### src/rtl/mac_vec_fp16.sv
// rtl/mac_vec_fp16.sv - LANES-wide FP16 multiply, adder-tree reduce and accumulate; option MAC_VEC_FP16_BIAS_INIT_EN
module mac_vec_fp16 #(
   parameter int LANES      = 4,
   parameter int DATA_WIDTH = 16,
   parameter int CNT_WIDTH  = 8
) (
   input  logic                        clk,
   input  logic                        rst,
   input  logic                        in_valid,
   input  logic [LANES*DATA_WIDTH-1:0] in_a,
   input  logic [LANES*DATA_WIDTH-1:0] in_b,
   input  logic [CNT_WIDTH-1:0]        clk_num,
`ifdef MAC_VEC_FP16_BIAS_INIT_EN
   input  logic [DATA_WIDTH-1:0]       bias_in,
`endif
   output logic                        out_valid,
   output logic [DATA_WIDTH-1:0]       out_result,
   output logic                        busy
);

   localparam int          LVL  = $clog2(LANES);
   localparam logic [15:0] QNAN = 16'h7e00;

   // Rounds a normalised significand (hidden bit in m[10]) to nearest-even, then
   // saturates to inf or flushes to signed zero when the exponent leaves the normal range.
   function automatic logic [15:0] pack_round(input logic s, input logic signed [7:0] e,
                                              input logic [10:0] m, input logic g, input logic st);
      logic [11:0]       mr;
      logic signed [7:0] er;
      mr = {1'b0, m} + {11'd0, g & (st | m[0])};
      er = e;
      if (mr[11]) begin
         mr = {1'b0, mr[11:1]};
         er = e + 8'sd1;
      end
      if (er >= 8'sd31)     pack_round = {s, 5'h1f, 10'h000};
      else if (er <= 8'sd0) pack_round = {s, 15'h0000};
      else                  pack_round = {s, er[4:0], mr[9:0]};
   endfunction

   function automatic logic [15:0] fp16_mul(input logic [15:0] a, input logic [15:0] b);
      logic              s, za, zb, ia, ib, na, nb;
      logic [21:0]       sig;
      logic signed [7:0] e;
      s   = a[15] ^ b[15];
      za  = (a[14:10] == 5'h00);
      zb  = (b[14:10] == 5'h00);
      ia  = (a[14:10] == 5'h1f) && (a[9:0] == 10'h000);
      ib  = (b[14:10] == 5'h1f) && (b[9:0] == 10'h000);
      na  = (a[14:10] == 5'h1f) && (a[9:0] != 10'h000);
      nb  = (b[14:10] == 5'h1f) && (b[9:0] != 10'h000);
      sig = {11'd0, 1'b1, a[9:0]} * {11'd0, 1'b1, b[9:0]};
      e   = $signed({3'b000, a[14:10]}) + $signed({3'b000, b[14:10]}) - 8'sd15;
      if (na || nb || (ia && zb) || (ib && za)) fp16_mul = QNAN;
      else if (ia || ib)                        fp16_mul = {s, 5'h1f, 10'h000};
      else if (za || zb)                        fp16_mul = {s, 15'h0000};
      else if (sig[21])                         fp16_mul = pack_round(s, e + 8'sd1, sig[21:11], sig[10], |sig[9:0]);
      else                                      fp16_mul = pack_round(s, e, sig[20:10], sig[9], |sig[8:0]);
   endfunction

   // Smaller operand is aligned into a 14-bit significand with guard, round and sticky bits.
   function automatic logic [15:0] fp16_add(input logic [15:0] a, input logic [15:0] b);
      logic              za, zb, ia, ib, na, nb;
      logic [15:0]       x, y;
      logic [4:0]        d;
      logic [26:0]       ext;
      logic [13:0]       bx, sy, n;
      logic [14:0]       r;
      logic signed [7:0] e;
      za = (a[14:10] == 5'h00);
      zb = (b[14:10] == 5'h00);
      ia = (a[14:10] == 5'h1f) && (a[9:0] == 10'h000);
      ib = (b[14:10] == 5'h1f) && (b[9:0] == 10'h000);
      na = (a[14:10] == 5'h1f) && (a[9:0] != 10'h000);
      nb = (b[14:10] == 5'h1f) && (b[9:0] != 10'h000);
      if (a[14:0] >= b[14:0]) begin
         x = a;
         y = b;
      end else begin
         x = b;
         y = a;
      end
      d = x[14:10] - y[14:10];
      if (d > 5'd15) d = 5'd15;
      ext = {1'b1, y[9:0], 16'h0000} >> d;
      bx  = {1'b1, x[9:0], 3'b000};
      sy  = {ext[26:14], ext[13] | (|ext[12:0])};
      if (x[15] == y[15]) r = {1'b0, bx} + {1'b0, sy};
      else                r = {1'b0, bx} - {1'b0, sy};
      e = $signed({3'b000, x[14:10]});
      n = r[13:0];
      if (r[14]) begin
         n = {r[14:2], r[1] | r[0]};
         e = e + 8'sd1;
      end else begin
         for (int i = 0; i < 13; i++) begin
            if (!n[13]) begin
               n = n << 1;
               e = e - 8'sd1;
            end
         end
      end
      if (na || nb || (ia && ib && (a[15] != b[15]))) fp16_add = QNAN;
      else if (ia)                                    fp16_add = a;
      else if (ib)                                    fp16_add = b;
      else if (za && zb)                              fp16_add = 16'h0000;
      else if (za)                                    fp16_add = b;
      else if (zb)                                    fp16_add = a;
      else if (r == 15'd0)                            fp16_add = 16'h0000;
      else                                            fp16_add = pack_round(x[15], e, n[13:3], n[2], |n[1:0]);
   endfunction

   logic [CNT_WIDTH-1:0] cnt, num_q, eff_num;
   logic                 first_beat, last_beat;
   logic [15:0]          stg [0:LVL][0:LANES-1];
   logic [LVL:0]         v_q, f_q, l_q;
   logic [15:0]          acc_q, acc_next;
`ifdef MAC_VEC_FP16_BIAS_INIT_EN
   logic [15:0]          bias_q [0:LVL];
`endif

   // Tags the incoming beat as first/last of its group; clk_num only matters on a first beat
   always_comb begin
      first_beat = (cnt == '0);
      eff_num    = num_q;
      if (first_beat) eff_num = (clk_num == '0) ? CNT_WIDTH'(1) : clk_num;
      last_beat  = (cnt == eff_num - CNT_WIDTH'(1));
   end

   // Beat counter and latched group length; bubbles leave both untouched
   always_ff @(posedge clk) begin
      if (rst) begin
         cnt   <= '0;
         num_q <= '0;
      end else if (in_valid) begin
         if (first_beat) num_q <= eff_num;
         cnt <= last_beat ? '0 : cnt + CNT_WIDTH'(1);
      end
   end

   // Product stage and adder-tree levels; validity is carried by the tag pipeline
   always_ff @(posedge clk) begin
      for (int i = 0; i < LANES; i++)
         stg[0][i] <= fp16_mul(in_a[DATA_WIDTH*i +: DATA_WIDTH], in_b[DATA_WIDTH*i +: DATA_WIDTH]);
      for (int l = 1; l <= LVL; l++) begin
         for (int k = 0; k < LANES / 2; k++)
            stg[l][k] <= fp16_add(stg[l-1][2*k], stg[l-1][2*k+1]);
         for (int k = LANES / 2; k < LANES; k++)
            stg[l][k] <= '0;
      end
`ifdef MAC_VEC_FP16_BIAS_INIT_EN
      bias_q[0] <= bias_in;
      for (int l = 1; l <= LVL; l++) bias_q[l] <= bias_q[l-1];
`endif
   end

   // Valid/first/last tags travelling alongside the data
   always_ff @(posedge clk) begin
      if (rst) begin
         v_q <= '0;
         f_q <= '0;
         l_q <= '0;
      end else begin
         v_q[0] <= in_valid;
         f_q[0] <= first_beat;
         l_q[0] <= last_beat;
         for (int l = 1; l <= LVL; l++) begin
            v_q[l] <= v_q[l-1];
            f_q[l] <= f_q[l-1];
            l_q[l] <= l_q[l-1];
         end
      end
   end

   // Accumulator input: a first beat restarts the sum, any other beat adds to it
   always_comb begin
`ifdef MAC_VEC_FP16_BIAS_INIT_EN
      acc_next = fp16_add(f_q[LVL] ? bias_q[LVL] : acc_q, stg[LVL][0]);
`else
      acc_next = f_q[LVL] ? stg[LVL][0] : fp16_add(acc_q, stg[LVL][0]);
`endif
   end

   // Accumulate stage; a last beat publishes the result with a one-cycle pulse
   always_ff @(posedge clk) begin
      if (rst) begin
         acc_q      <= '0;
         out_valid  <= 1'b0;
         out_result <= '0;
      end else begin
         out_valid <= v_q[LVL] & l_q[LVL];
         if (v_q[LVL]) acc_q <= acc_next;
         if (v_q[LVL] && l_q[LVL]) out_result <= acc_next;
      end
   end

   assign busy = (cnt != '0) || (|v_q);

endmodule
### config.mk
export PLATFORM = sky130hd
export DESIGN_NAME = mac_vec_fp16
export DESIGN_NICKNAME = d
export VERILOG_FILES = /design/src/rtl/mac_vec_fp16.sv
export SDC_FILE = /design/constraint.sdc
export NUM_CORES = 2
export LEC_CHECK = 0
export BUFFER_PORTS_ARGS = -buffer_cell sky130_fd_sc_hd__buf_2
export CORE_MARGIN = 10
export CORE_UTILIZATION = 23
export DETAILED_ROUTE_END_ITERATION = 7
export GPL_ROUTABILITY_DRIVEN = 0
export HOLD_SLACK_MARGIN = 0.1
export PLACE_DENSITY = 0.34
export SKIP_LAST_GASP = 1
export SYNTH_ARGS = -nofsm -noshare
export SYNTH_HDL_FRONTEND = slang
export SYNTH_SLANG_ARGS = --single-unit
export TNS_END_PERCENT = 30
### constraint.sdc
create_clock -name clk -period 16.58 [get_ports clk]
set_input_delay 1.658 -clock clk [delete_from_list [all_inputs] [get_ports clk]]
set_output_delay 1.658 -clock clk [all_outputs]
set_load 0.05 [all_outputs]
-- Word level (Yosys, flattened, before mapping)
Memory sizes are Yosys's and may differ from the RTL's.
Index checks and enable logic that the tools add are counted.
Widths: inputs -> output; s select.
- register bits: 58
- bits of input ports: 139
- logic and storage cells: 872
- output and inout bits: 18
- memory bits (writable): 192
- memories: 1
- multipliers: 4
- mux-type cells: 454
- add/subtract/negate cells: 121
- equality and inequality tests: 29
- shift operators: 5
- reductions and logical operators: 173
- $lt $le $gt $ge: 36
- bitwise gates (word level): 41
- memories (memory ; words ; bits a word ; read ports ; clocked after Yosys merged registers in ; write ports ; line ; source):
    stg ; 3 ; 64 ; 3 ; 0 ; 3 ; 115 ; logic [15:0] stg [0:LVL][0:LANES-1];
- operators by type and width (cell ; number):
    $mux 14 ; 130
    $mux 8 ; 213
    $mux 16 ; 50
    $mux 15 ; 43
    $sub 8x2->8 const B ; 60
    $logic_not 10->1 ; 18
    $reduce_bool 10->1 ; 18
    $add 11x1->12 ; 13
    $shr 27x5->27 ; 5
    $mux 10 ; 13
    $ge 8x6->1 const B ; 13
    $le 8x1->1 const B ; 13
    $eq 5x5->1 const B ; 18
    $logic_not 5->1 ; 18
    $mul 11x11->22 ; 4
    $add 14x14->15 ; 5
    $ge 15x15->1 ; 5
    $logic_not 15->1 ; 5
    $sub 14x14->15 ; 5
    $add 8x2->8 const B ; 9
    $reduce_or 13->1 ; 5
    $logic_and 1x1->1 ; 60
    $reduce_or 10->1 ; 4
    $reduce_or 9->1 ; 4
    22 further kinds ; 132

-- Depth between registers and ports, before layout
An unclocked memory read counts as a cell.
- depth in word-level cells: 69
- depth in mapped cells: 81
- depth with buffers taken out: 76

-- Worst setup path after synthesis
Ideal clock, no wire load.
- path kind: reg2reg
- from: memory stg[1][45] (netlist bit)
- to: memory stg[2][56] (netlist bit)
- data arrival time: 14.627 ns
- stages on the path, launching flop included: 79
- data required time: 16.510 ns
- library setup time: 0.070 ns
- path buffers: 7
- period minus slack after synthesis: 14.697 ns
- setup slack: 1.883 ns
- cell sequence: dfxtp_1 inv_1 ha_1 buf_2 nand4_1 nor4_1 a211o_1 nor2_1 buf_2 clkbuf_1 nor2_1 a21oi_1 ha_1 a311oi_1 a21oi_1 nor4_2 o22a_1 clkbuf_1 (+43 left out) o21ai_0 ha_1 mux2_2 nand2_1 o21ai_0 ha_1 o2111a_1 xor2_1 xnor3_1 o21bai_1 nor3_1 and2_1 inv_1 a211o_1 mux2i_2 o2111a_2 nand3_1 a21oi_1
- RTL lines (what ; line):
    from (decl) ; 115

==> reports/metrics.yaml <==
drt:
  drcViolationCount: 0
  antenna_left: 0
  vias_per_cell: 5.25
  via_count: 60400
  wl_mm: 236
  wl_per_cell_um: 20.6
  drtIter0Drc: 4371
  drtPass1Iterations: 6
sta:
  final-setup-viol-count: 0
  rsz0062_at_grt: "yes"
  skew_ns: 0.0170
  max_slew_margin: 0.177
  setup_ws_ns: 0.975
  drv_slew: 0
  max_freq_mhz: 64.1
  hold_viol_final: 0
  min_period_over_period: 0.941
  worstMarginPinSlew_ns: 1.23
  min_period_ns: 15.61
floorplanning:
  die_w_um: 522
  std_cell_rows: 184
  ioPinCount: 157
  core_area_um2: 251000
  fp.dieH_um: 522
  design.die.area_um2: 273000
  start_util: 0.231
place:
  port-buffer-count: 156
  placed_cell_area_um2: 63000
  dp.cells: 11500
  place_ws_ns: 0.211
  hpwl_mm: 195
global_routing:
  antenna_found_initial: 24
  grt.overflow.total: 0
  grt_use_total: 0.166
  grt_pass1_wl_mm: 367
  grt_pass1_vias: 59800
  grt_max_degree: 56
clock_network:
  tritoncts: "yes"
  clkSinkCount: 170
  postCtsHoldBufs: 0
  clk_pin_slew_ns: 0.08
  cts.htree.levels: 4
  clock_path_buffers: 2
  cts-root-buf: "clkbuf_16"
  clk_latency_ns: 0.56
  numCtsBuffers: 17
yosys:
  async_reset_ff_frac: 0
  syn_nets: 9088
  synthTopCellsByCount: "nand2_1 (845), nor2_1 (727), inv_1 (707)"
  ys_ff_latch: 170
  synthMostInstantiatedCell: "nand2_1"
  synth_top_area_frac: 0.113
  synth-main-ff-cell: "dfxtp_1"
  synth.largest_area_cell: "fa_1"
  syn_area_um2: 58000
  yosys-top-cells-area: "fa_1 (11%), ha_1 (11%), dfxtp_1 (5.9%)"
  yosysSeqAreaShare: 0.0587
  synth-edff-count: 0
  postSynthCellCount: 8126
  synth.avg_cell_area_um2: 7.13
  yosysWarnings: 0
  netlist-cell-type-count: 133
layout:
  seq_area_um2: 3410
  multiInputGateArea_um2: 50800
  synthToLayoutAreaGrowth_pct: 10.4
  finalInstanceArea_um2: 64000
  fillers: 27900
  drive_gt1_frac: 0.0892
  fin_nets: 9095
  stdcell_count: 11500
worst_setup_path:
  critPathKind: "reg2reg"
  cpMostUsedCell: "ha_1"
  required_ns: 17.03
  slowest_delay_ns: 0.60
  arrival_ns: 16.06
  crit_fanout: 7
  critPathLaunchType: "register"
  worst_path_max_delay_cell: "or4_4"
  cp-end-kind: "register"
min_path:
  hp-class: "reg2reg"
run:
  drv_cap: 0
run_status:
  status: "completed"
## repair_timing
action,in CTS,in global routing
endpoints found under the setup margin,0,75
setup buffers,0,8
endpoints found under the hold margin,0,0
gates resized for setup,0,77
## stage by stage
step / util / hold WS (ns) / setup TNS [ns]
2_1_floorplan: - / 0.414 / 0
3_3_place_gp: 0.251 / 0.442 / 0
4_1_cts: 0.253 / 0.455 / 0
3_5_place_dp: 0.251 / 0.444 / 0
6_report: 0.255 / 0.449 / 0
5_1_grt: 0.255 / 0.460 / -0.110
## routing by layer
metal / part of all wire / GRT usage / vias to the layer above
met1: 0.49 / 0.239 / 29400
li1: - / - / 29200
met3: 0.043 / 0.0191 / 208
met2: 0.44 / 0.267 / 1504
met5: 0.00037 / 0 / -
met4: 0.020 / 0.0327 / 12
## final timing paths
kind,slack (ns),to,cells past startpoint,start
max,0.97,stg[1][48]$_SDFF_PP0_,69,stg[0][45]$_SDFF_PP1_
min,0.45,f_q[1]$_SDFF_PP0_,1,f_q[0]$_SDFF_PP0_
max reg2reg,0.97,stg[1][48]$_SDFF_PP0_,69,stg[0][45]$_SDFF_PP1_
min reg2reg,0.45,f_q[1]$_SDFF_PP0_,1,f_q[0]$_SDFF_PP0_
## cell usage in the layout, fill, tap and decap left out, types with 58 or more instances in the layout
cell type | Yosys | layout
o21ai_0 | 460 | 453
nor2_1 | 727 | 722
nand4_1 | 101 | 101
and2_1 | 349 | 349
xnor2_1 | 287 | 285
and3_1 | 125 | 124
ha_1 | 495 | 491
nand3_1 | 269 | 269
a21o_1 | 97 | 97
buf_2 | 47 | 156
mux2i_1 | 158 | 157
nand2_1 | 845 | 844
fa_1 | 328 | 328
nor4_1 | 96 | 90
buf_4 | 6 | 202
a211oi_1 | 95 | 90
or3_1 | 62 | 61
o211ai_1 | 110 | 110
inv_1 | 707 | 707
xor2_1 | 119 | 118
a31oi_1 | 92 | 87
dfxtp_1 | 170 | 165
o22ai_1 | 63 | 58
nor3_1 | 213 | 210
o31ai_1 | 64 | 63
a21oi_1 | 495 | 490
## final cells by class
class	instances	share of cell area
Tap cell	3348	0.0654
Antenna cell	11	0.000430
Clock inverter	15	0.00278
Timing Repair Buffer	358	0.0359
Multi-Input combinational cell	6870	0.794
Sequential cell	170	0.0533
Clock buffer	17	0.00665
Inverter	716	0.0420
## registers in the layout (all words and copies together) (netlist names)
register and cells:
f_q 3, v_q 3, out_valid 1, stg 112
cnt 8, l_q 3, num_q 8, acc_q 16
out_result 16
## critical path: cells and delay by family, from the launching register on
family	cells	cell delay (ns)
flip-flops	1	0.50
XOR/XNOR	1	0.22
AND/OR/NAND/NOR	20	3.71
adder cells (fa/ha/maj)	13	3.89
buffers and inverters	4	0.41
AO/OA/AOI/OAI	25	5.56
multiplexers	6	1.18
## kinds of logic after synthesis
| logic type | Yosys count | share of synthesized area |
|---|---|---|
| AO/OA/AOI/OAI | 2228 | 0.263 |
| XOR/XNOR | 433 | 0.0711 |
| adder cells (fa/ha/maj) | 829 | 0.221 |
| buffers and inverters | 1086 | 0.0721 |
| flip-flops | 170 | 0.0587 |
| multiplexers | 222 | 0.0419 |
| AND/OR/NAND/NOR | 3158 | 0.272 |
Power is not shown: default switching activity piles up to over one toggle a cycle in this logic, so the estimate is an artifact.
